==> src/rtl/hram_cmd_pkg.sv <==
// hram_cmd_pkg: shared constants and state types for the
// serial command engine (command codes, reply words, FSM states).
package hram_cmd_pkg;

  localparam logic [7:0] CMD_ADDR     = 8'h01;
  localparam logic [7:0] CMD_LOAD     = 8'h02;
  localparam logic [7:0] CMD_WRITE    = 8'h03;
  localparam logic [7:0] CMD_READ     = 8'h04;
  localparam logic [7:0] CMD_READ_REQ = 8'h05;
  localparam logic [7:0] CMD_COUNT    = 8'h06;
  localparam logic [7:0] CMD_CONST    = 8'h07;
  localparam logic [7:0] CMD_SPACE    = 8'h08;
  localparam logic [7:0] CMD_STATUS   = 8'h09;

  localparam logic [31:0] CONST_WORD = 32'h0000_0103;
  localparam logic [31:0] ERR_PREFIX = 32'hEEEE_EE00;
  localparam logic [31:0] TMO_PREFIX = 32'hDEAD_0000;

  typedef enum logic [2:0] {
    S_COLLECT,
    S_EXEC,
    S_MEM_ISSUE,
    S_MEM_WAIT,
    S_TX_LOAD,
    S_TX_BUSY
  } eng_state_t;

  typedef enum logic [1:0] {
    TX_IDLE,
    TX_START,
    TX_WAIT_LOW,
    TX_WAIT_HIGH
  } tx_state_t;

  function automatic logic is_mem_cmd(input logic [7:0] c);
    return (c == CMD_WRITE) || (c == CMD_READ_REQ);
  endfunction

endpackage

==> src/rtl/hram_reply_tx.sv <==
// hram_reply_tx: sends a 32-bit reply as 4 bytes, MSB first,
// over the UART tx handshake.
// Ports: clk, reset; load/word take a reply; tx_ready in;
// tx_data/tx_start to the UART; done pulses after the 4th byte.
module hram_reply_tx
  import hram_cmd_pkg::*;
(
  input  logic        clk,
  input  logic        reset,
  input  logic        load,
  input  logic [31:0] word,
  input  logic        tx_ready,
  output logic [7:0]  tx_data,
  output logic        tx_start,
  output logic        done
);

  tx_state_t   state, state_nx;
  logic [31:0] sh;
  logic [1:0]  cnt;

  // Byte on the wire is always the top of the shifter, so it is
  // stable from TX_START until the shift after TX_WAIT_HIGH.
  assign tx_data = sh[31:24];

  always_ff @(posedge clk or posedge reset) begin
    if (reset) begin
      state <= TX_IDLE;
    end else begin
      state <= state_nx;
    end
  end

  always_comb begin
    state_nx = state;
    tx_start = 1'b0;
    done     = 1'b0;
    unique case (state)
      TX_IDLE: begin
        if (load) state_nx = TX_START;
      end
      TX_START: begin
        if (tx_ready) begin
          tx_start = 1'b1;
          state_nx = TX_WAIT_LOW;
        end
      end
      TX_WAIT_LOW: begin
        if (!tx_ready) state_nx = TX_WAIT_HIGH;
      end
      TX_WAIT_HIGH: begin
        if (tx_ready) begin
          if (cnt == 2'd3) begin
            done     = 1'b1;
            state_nx = TX_IDLE;
          end else begin
            state_nx = TX_START;
          end
        end
      end
    endcase
  end

  always_ff @(posedge clk or posedge reset) begin
    if (reset) begin
      sh  <= '0;
      cnt <= '0;
    end else if (state == TX_IDLE && load) begin
      sh  <= word;
      cnt <= '0;
    end else if (state == TX_WAIT_HIGH && tx_ready) begin
      sh  <= {sh[23:0], 8'h00};
      cnt <= cnt + 2'd1;
    end
  end

endmodule

==> src/rtl/hram_cmd_engine.sv <==
// hram_cmd_engine: frames 5-byte UART commands, drives the
// HyperRAM controller strobes and returns a 4-byte reply.
// Ports: clk, reset; rx_data/rx_valid in; tx_data/tx_start/tx_ready
// to the UART; addr/wr_d/wr_req/rd_req/mem_or_reg and
// rd_d/rd_rdy/busy to the controller.
module hram_cmd_engine
  import hram_cmd_pkg::*;
#(
  parameter int unsigned FRAME_TIMEOUT = 960000,
  parameter int unsigned MEM_TIMEOUT   = 1024
) (
  input  logic        clk,
  input  logic        reset,
  input  logic [7:0]  rx_data,
  input  logic        rx_valid,
  output logic [7:0]  tx_data,
  output logic        tx_start,
  input  logic        tx_ready,
  output logic [31:0] addr,
  output logic [31:0] wr_d,
  output logic        wr_req,
  output logic        rd_req,
  output logic        mem_or_reg,
  input  logic [31:0] rd_d,
  input  logic        rd_rdy,
  input  logic        busy
);

  localparam logic [31:0] FT_LIM = 32'(FRAME_TIMEOUT - 1);
  localparam logic [31:0] MT_LIM = 32'(MEM_TIMEOUT - 1);

  eng_state_t  state, state_nx;
  logic [39:0] frame;
  logic [2:0]  nbytes;
  logic [7:0]  cmd_q;
  logic [31:0] reply;
  logic [31:0] count;
  logic [31:0] rd_latch;
  logic [31:0] rd_tmp;
  logic [31:0] ft_cnt;
  logic [31:0] mt_cnt;
  logic        f_ovr, f_mem, f_frm;
  logic        b_seen, r_seen;
  logic        tx_load, tx_done;

  logic [7:0]  op_cmd;
  logic [31:0] opnd;
  logic        rx_take, frame_last, f_expire;
  logic        tmo_hit, mem_ok;

  assign op_cmd     = frame[39:32];
  assign opnd       = frame[31:0];
  assign rx_take    = rx_valid && (state == S_COLLECT);
  assign frame_last = rx_take && (nbytes == 3'd4);
  // A byte in the expiry cycle wins over the timeout.
  assign f_expire   = (state == S_COLLECT) && (nbytes != 3'd0)
                   && !rx_valid && (ft_cnt >= FT_LIM);
  assign tmo_hit    = mt_cnt >= MT_LIM;
  // rd_rdy landing with busy falling counts in the same cycle.
  assign mem_ok     = b_seen && !busy
                   && (cmd_q != CMD_READ_REQ || r_seen || rd_rdy);

  hram_reply_tx u_tx (
    .clk      (clk),
    .reset    (reset),
    .load     (tx_load),
    .word     (reply),
    .tx_ready (tx_ready),
    .tx_data  (tx_data),
    .tx_start (tx_start),
    .done     (tx_done)
  );

  always_ff @(posedge clk or posedge reset) begin
    if (reset) begin
      state <= S_COLLECT;
    end else begin
      state <= state_nx;
    end
  end

  always_comb begin
    state_nx = state;
    wr_req   = 1'b0;
    rd_req   = 1'b0;
    tx_load  = 1'b0;
    unique case (state)
      S_COLLECT: begin
        if (frame_last) state_nx = S_EXEC;
      end
      S_EXEC: begin
        state_nx = is_mem_cmd(op_cmd) ? S_MEM_ISSUE : S_TX_LOAD;
      end
      S_MEM_ISSUE: begin
        if (tmo_hit) begin
          state_nx = S_TX_LOAD;
        end else if (!busy) begin
          wr_req   = (cmd_q == CMD_WRITE);
          rd_req   = (cmd_q == CMD_READ_REQ);
          state_nx = S_MEM_WAIT;
        end
      end
      S_MEM_WAIT: begin
        if (mem_ok || tmo_hit) state_nx = S_TX_LOAD;
      end
      S_TX_LOAD: begin
        tx_load  = 1'b1;
        state_nx = S_TX_BUSY;
      end
      S_TX_BUSY: begin
        if (tx_done) state_nx = S_COLLECT;
      end
      default: state_nx = S_COLLECT;
    endcase
  end

  always_ff @(posedge clk or posedge reset) begin
    if (reset) begin
      frame      <= '0;
      nbytes     <= '0;
      cmd_q      <= '0;
      reply      <= '0;
      count      <= '0;
      rd_latch   <= '0;
      rd_tmp     <= '0;
      ft_cnt     <= '0;
      mt_cnt     <= '0;
      f_ovr      <= 1'b0;
      f_mem      <= 1'b0;
      f_frm      <= 1'b0;
      b_seen     <= 1'b0;
      r_seen     <= 1'b0;
      addr       <= '0;
      wr_d       <= '0;
      mem_or_reg <= 1'b0;
    end else begin
      if (rx_valid) begin
        ft_cnt <= '0;
      end else if (ft_cnt != '1) begin
        ft_cnt <= ft_cnt + 32'd1;
      end

      unique case (state)
        S_COLLECT: begin
          if (rx_take) begin
            frame  <= {frame[31:0], rx_data};
            nbytes <= frame_last ? 3'd0 : nbytes + 3'd1;
          end else if (f_expire) begin
            nbytes <= '0;
            f_frm  <= 1'b1;
          end
        end
        S_EXEC: begin
          cmd_q  <= op_cmd;
          mt_cnt <= '0;
          unique case (1'b1)
            op_cmd == CMD_ADDR: begin
              addr  <= opnd;
              reply <= opnd;
            end
            op_cmd == CMD_LOAD: begin
              wr_d  <= opnd;
              reply <= opnd;
            end
            op_cmd == CMD_READ:  reply <= rd_latch;
            op_cmd == CMD_CONST: reply <= CONST_WORD;
            op_cmd == CMD_COUNT: begin
              reply <= count;
              count <= count + 32'd1;
            end
            op_cmd == CMD_SPACE: begin
              mem_or_reg <= opnd[0];
              reply      <= opnd;
            end
            op_cmd == CMD_STATUS: begin
              reply <= {29'b0, f_ovr, f_mem, f_frm};
              f_ovr <= 1'b0;
              f_mem <= 1'b0;
              f_frm <= 1'b0;
            end
            default: reply <= ERR_PREFIX | {24'h0, op_cmd};
          endcase
        end
        S_MEM_ISSUE: begin
          mt_cnt <= mt_cnt + 32'd1;
          if (tmo_hit) begin
            f_mem <= 1'b1;
            reply <= TMO_PREFIX | {24'h0, cmd_q};
          end else if (!busy) begin
            b_seen <= 1'b0;
            r_seen <= 1'b0;
          end
        end
        S_MEM_WAIT: begin
          mt_cnt <= mt_cnt + 32'd1;
          b_seen <= b_seen | busy;
          if (rd_rdy) begin
            r_seen <= 1'b1;
            rd_tmp <= rd_d;
          end
          // Read data is only committed on a completed read,
          // so a timed-out read leaves the latch untouched.
          if (mem_ok) begin
            if (cmd_q == CMD_READ_REQ) begin
              rd_latch <= rd_rdy ? rd_d : rd_tmp;
            end
            reply <= {24'h0, cmd_q};
          end else if (tmo_hit) begin
            f_mem <= 1'b1;
            reply <= TMO_PREFIX | {24'h0, cmd_q};
          end
        end
        default: ;
      endcase

      // Placed last so a byte dropped during STATUS still sticks.
      if (rx_valid && state != S_COLLECT) f_ovr <= 1'b1;
    end
  end

endmodule
==> config.mk <==
export PLATFORM = sky130hd
export DESIGN_NAME = hram_cmd_engine
export DESIGN_NICKNAME = d
export VERILOG_FILES = /design/src/rtl/hram_cmd_pkg.sv /design/src/rtl/hram_reply_tx.sv /design/src/rtl/hram_cmd_engine.sv
export SDC_FILE = /design/constraint.sdc
export NUM_CORES = 1
export LEC_CHECK = 0
export ABC_AREA = 1
export BUFFER_PORTS_ARGS = -buffer_cell sky130_fd_sc_hd__buf_2
export CORE_AREA = 4 4 230 232
export CTS_CLUSTER_DIAMETER = 60
export CTS_CLUSTER_SIZE = 25
export DETAILED_ROUTE_END_ITERATION = 6
export DIE_AREA = 0 0 234 236
export SETUP_SLACK_MARGIN = 0.02
export SLEW_MARGIN = 20
export SYNTH_ARGS = -nofsm -noshare
export SYNTH_HDL_FRONTEND = slang
export SYNTH_SLANG_ARGS = --single-unit
==> constraint.sdc <==
create_clock -name clk -period 21.6 [get_ports clk]
set_clock_uncertainty 0.2 [all_clocks]
set_input_delay 0 -clock clk [delete_from_list [all_inputs] [get_ports clk]]
set_output_delay 0 -clock clk [all_outputs]
set_load 0.02 [all_outputs]
==> impl_metrics.ini <==
[logic_synthesis]
synth_seq_area_share = 0.5014
synth_edf_count = 0
syn_area_per_cell_um2 = 7.770
synth_ff_type = dfrtp_1
synth_seq_cells = 352
yosysTopAreaCell = dfrtp_1
netlist_area_um2 = 17570
ys_warn_count = 0
synthTopCellsByArea = dfrtp_1 50%, nand2_1 13%, o21ai_0 7.6%
yosysUniqueCellTypes = 50
syn_nets = 2317
synthCells = 2261
synth_top_area_frac = 0.5014
async_flop_share = 1.000

[final_layout]
drive_gt1_frac = 0.1043
fillCellCount = 5218
insertedDiodeCount = 0
syn_to_final_growth_pct = 16.28
largest_register_ffs = 40
top_register = frame
fin_cells = 3096
nets = 2448

[critical_path]
cp_top_family = simple AND/OR/NAND/NOR gates
crit_buf_inv = 2
cp_slowest_cell = dfrtp_1
regToRegStartpoint = state[2]
crit_top_cell = nor2_1
path_cells = nor2_8 -> inv_2 -> nor2_1 -> nand3_1 -> nor2_1 -> buf_2
cp.arrival_ps = 2960
criticalPathCategory = reg -> out
crit_path_start = state[2]
cp.required_ps = 21400
start_kind = flip-flop
crit_end = wr_req
cp_max_fo = 35
critPathCaptureType = output port
rrSetupSlack_ps = 18460
cp_slowest_stage_delay_ps = 580
crit_cells = 6
worstReg2RegEnd = wr_d[27]
rr_worst_depth = 5

[routing]
wl_um = 50450
viasPerCell = 4.953
drt-initial-drc-count = 1331
drtPass1Iterations = 6
ant_nets = 0
wl_per_cell_um = 16.30
drc_errors = 0
vias = 15330

[floorplanning]
io-pin-count = 122
initial_core_util = 0.3445
die_x_um = 234
die_h_um = 236
core-area_um2 = 50990
std_cell_rows = 83
dieArea_um2 = 55220

[clocking]
cts_buffers = 35
clock_sinks = 352
cts_resized = 0
h-tree-depth = 2
clkLatencyLatePin_ps = 570
path_clk_slew_ps = 90
cts_root_buf = clkbuf_16
cts_setup_buffers = 0
cts_tree = built
hold_buffers = 56
clock_path_buffers = 3

[global_route]
grt_pass1_vias = 14690
antenna_found_initial = 2
groute.usage.overall = 0.1823
overflow = 0
grt_max_degree = 81
grt_pass1_wl_um = 81320

[timing]
maxSlewViolCount = 0
period_needed_ps = 3157
tightestPinTransition_ps = 991.9
setup_viol = 0
tns_ps = 0
fin_crit_sh = 0.1462
slew_headroom = 0.3369
max_freq_ghz = 0.3167
hold_viol = 0
rsz0062_at_grt = no

[place]
place.gp.congestion = 0.9064
dp_cells = 2979
dpl.hpwl_um = 36120
io_buffers = 121

[worst_hold_path]
hold_path.class = in -> reg

[power]
ir_drop_mv = 0.06630
power_density_nw_per_um2 = 111.4
p_leak_nw = 9.533

[run]
drv_cap = 0

[run_status]
status = completed
## cell usage after synthesis (14+ instances only)
library cell / instances
nand2_1: 628
dfrtp_1: 352
o21ai_0: 267
inv_1: 242
nor2_1: 214
nand3_1: 137
clkbuf_1: 39
a21oi_1: 38
nor3_1: 38
buf_2: 32
o21ai_1: 32
nand4_1: 31
xor2_1: 31
a31oi_1: 20
o22ai_1: 15
buf_4: 14
## layer usage
metal	routed length [um]	GRT usage
met1	22770	0.2551
met2	23480	0.2868
met3	2501	0.02790
met4	1685	0.06662
met5	13	0
## how the worst min path moves through the flow
stage | startpoint | to | slack [ps] | cells past startpoint
2_1_floorplan | rx_data[0] | frame[0] | -80 | 2
3_3_place_gp | reset | mt_cnt[30] | -100 | 2
3_5_place_dp | reset | mt_cnt[30] | -90 | 2
4_1_cts | rd_d[3] | rd_tmp[3] | 100 | 6
5_1_grt | rd_d[5] | rd_latch[5] | 180 | 6
6_report | rd_d[3] | rd_tmp[3] | 130 | 6
## layout make-up
| class | instances | area, um^2 | share of cell area |
|---|---|---|---|
| Tap cell | 680 | 850.8 | 0.04165 |
| Sequential cell | 352 | 8808 | 0.4312 |
| Multi-Input combinational cell | 1555 | 7335 | 0.3591 |
| Timing Repair Buffer | 190 | 1267 | 0.06205 |
| Inverter | 258 | 975.9 | 0.04778 |
| Clock buffer | 37 | 903.4 | 0.04422 |
| Clock inverter | 24 | 286.5 | 0.01403 |
## tightest hold or removal path, delay by kind of cell
family / cells / cell delay (ps)
buf+inv: 2 / 600
compound gates: 2 / 170
simple gates: 2 / 100
## power by group
group | switching, mW | internal (mW) | leakage [nW]
combinational | 0.478 | 0.205 | 4.51
sequential | 0.117 | 0.836 | 4.44
clock | 0.296 | 0.343 | 0.582
## cells in the final DEF, fill, tap and decap left out, types with 8 or more instances in the layout
master | netlist | final
clkbuf_16 | 0 | 35
xnor2_1 | 9 | 9
nand2_1 | 628 | 628
inv_1 | 242 | 241
nor2_1 | 214 | 214
a31oi_1 | 20 | 20
xor2_1 | 31 | 31
dfrtp_1 | 352 | 352
o22ai_1 | 15 | 15
o21ai_0 | 267 | 267
a21oi_1 | 38 | 38
o21ai_1 | 32 | 32
o211ai_1 | 11 | 11
nand3_1 | 137 | 136
nor3_1 | 38 | 38
nor2_2 | 9 | 9
buf_4 | 14 | 12
dlygate4sd3_1 | 0 | 56
ha_1 | 10 | 10
inv_2 | 13 | 13
or2_2 | 8 | 8
nand4_1 | 31 | 31
o31ai_1 | 8 | 8
buf_2 | 32 | 121
## metrics by stage
step	total power, mW	setup slack, ps	area, um^2	hold slack [ps]	util
floorplan	1.416	11640	17570	-79.05	-
global placement	1.625	18190	18670	-95.02	0.3661
detailed placement	1.643	18000	18670	-93.96	0.3661
CTS	2.304	18040	20420	101.0	0.4004
global route	2.437	18180	20430	181.0	0.4006
finish	2.276	18440	20430	134.3	0.4006
## cells by family (layout without fill, tap and decap cells)
kind of cell,after synthesis,after routing,synth area share
and+or+nand+nor,1100,1100,0.2661
DFF,352,352,0.5014
AOI/OAI and AO/OA,405,405,0.1236
buffers and inverters,354,509,0.08177
adders and majority gates,10,10,0.007123
xor gates and xnor gates,40,40,0.01994
(Power assumes the default switching activity.)
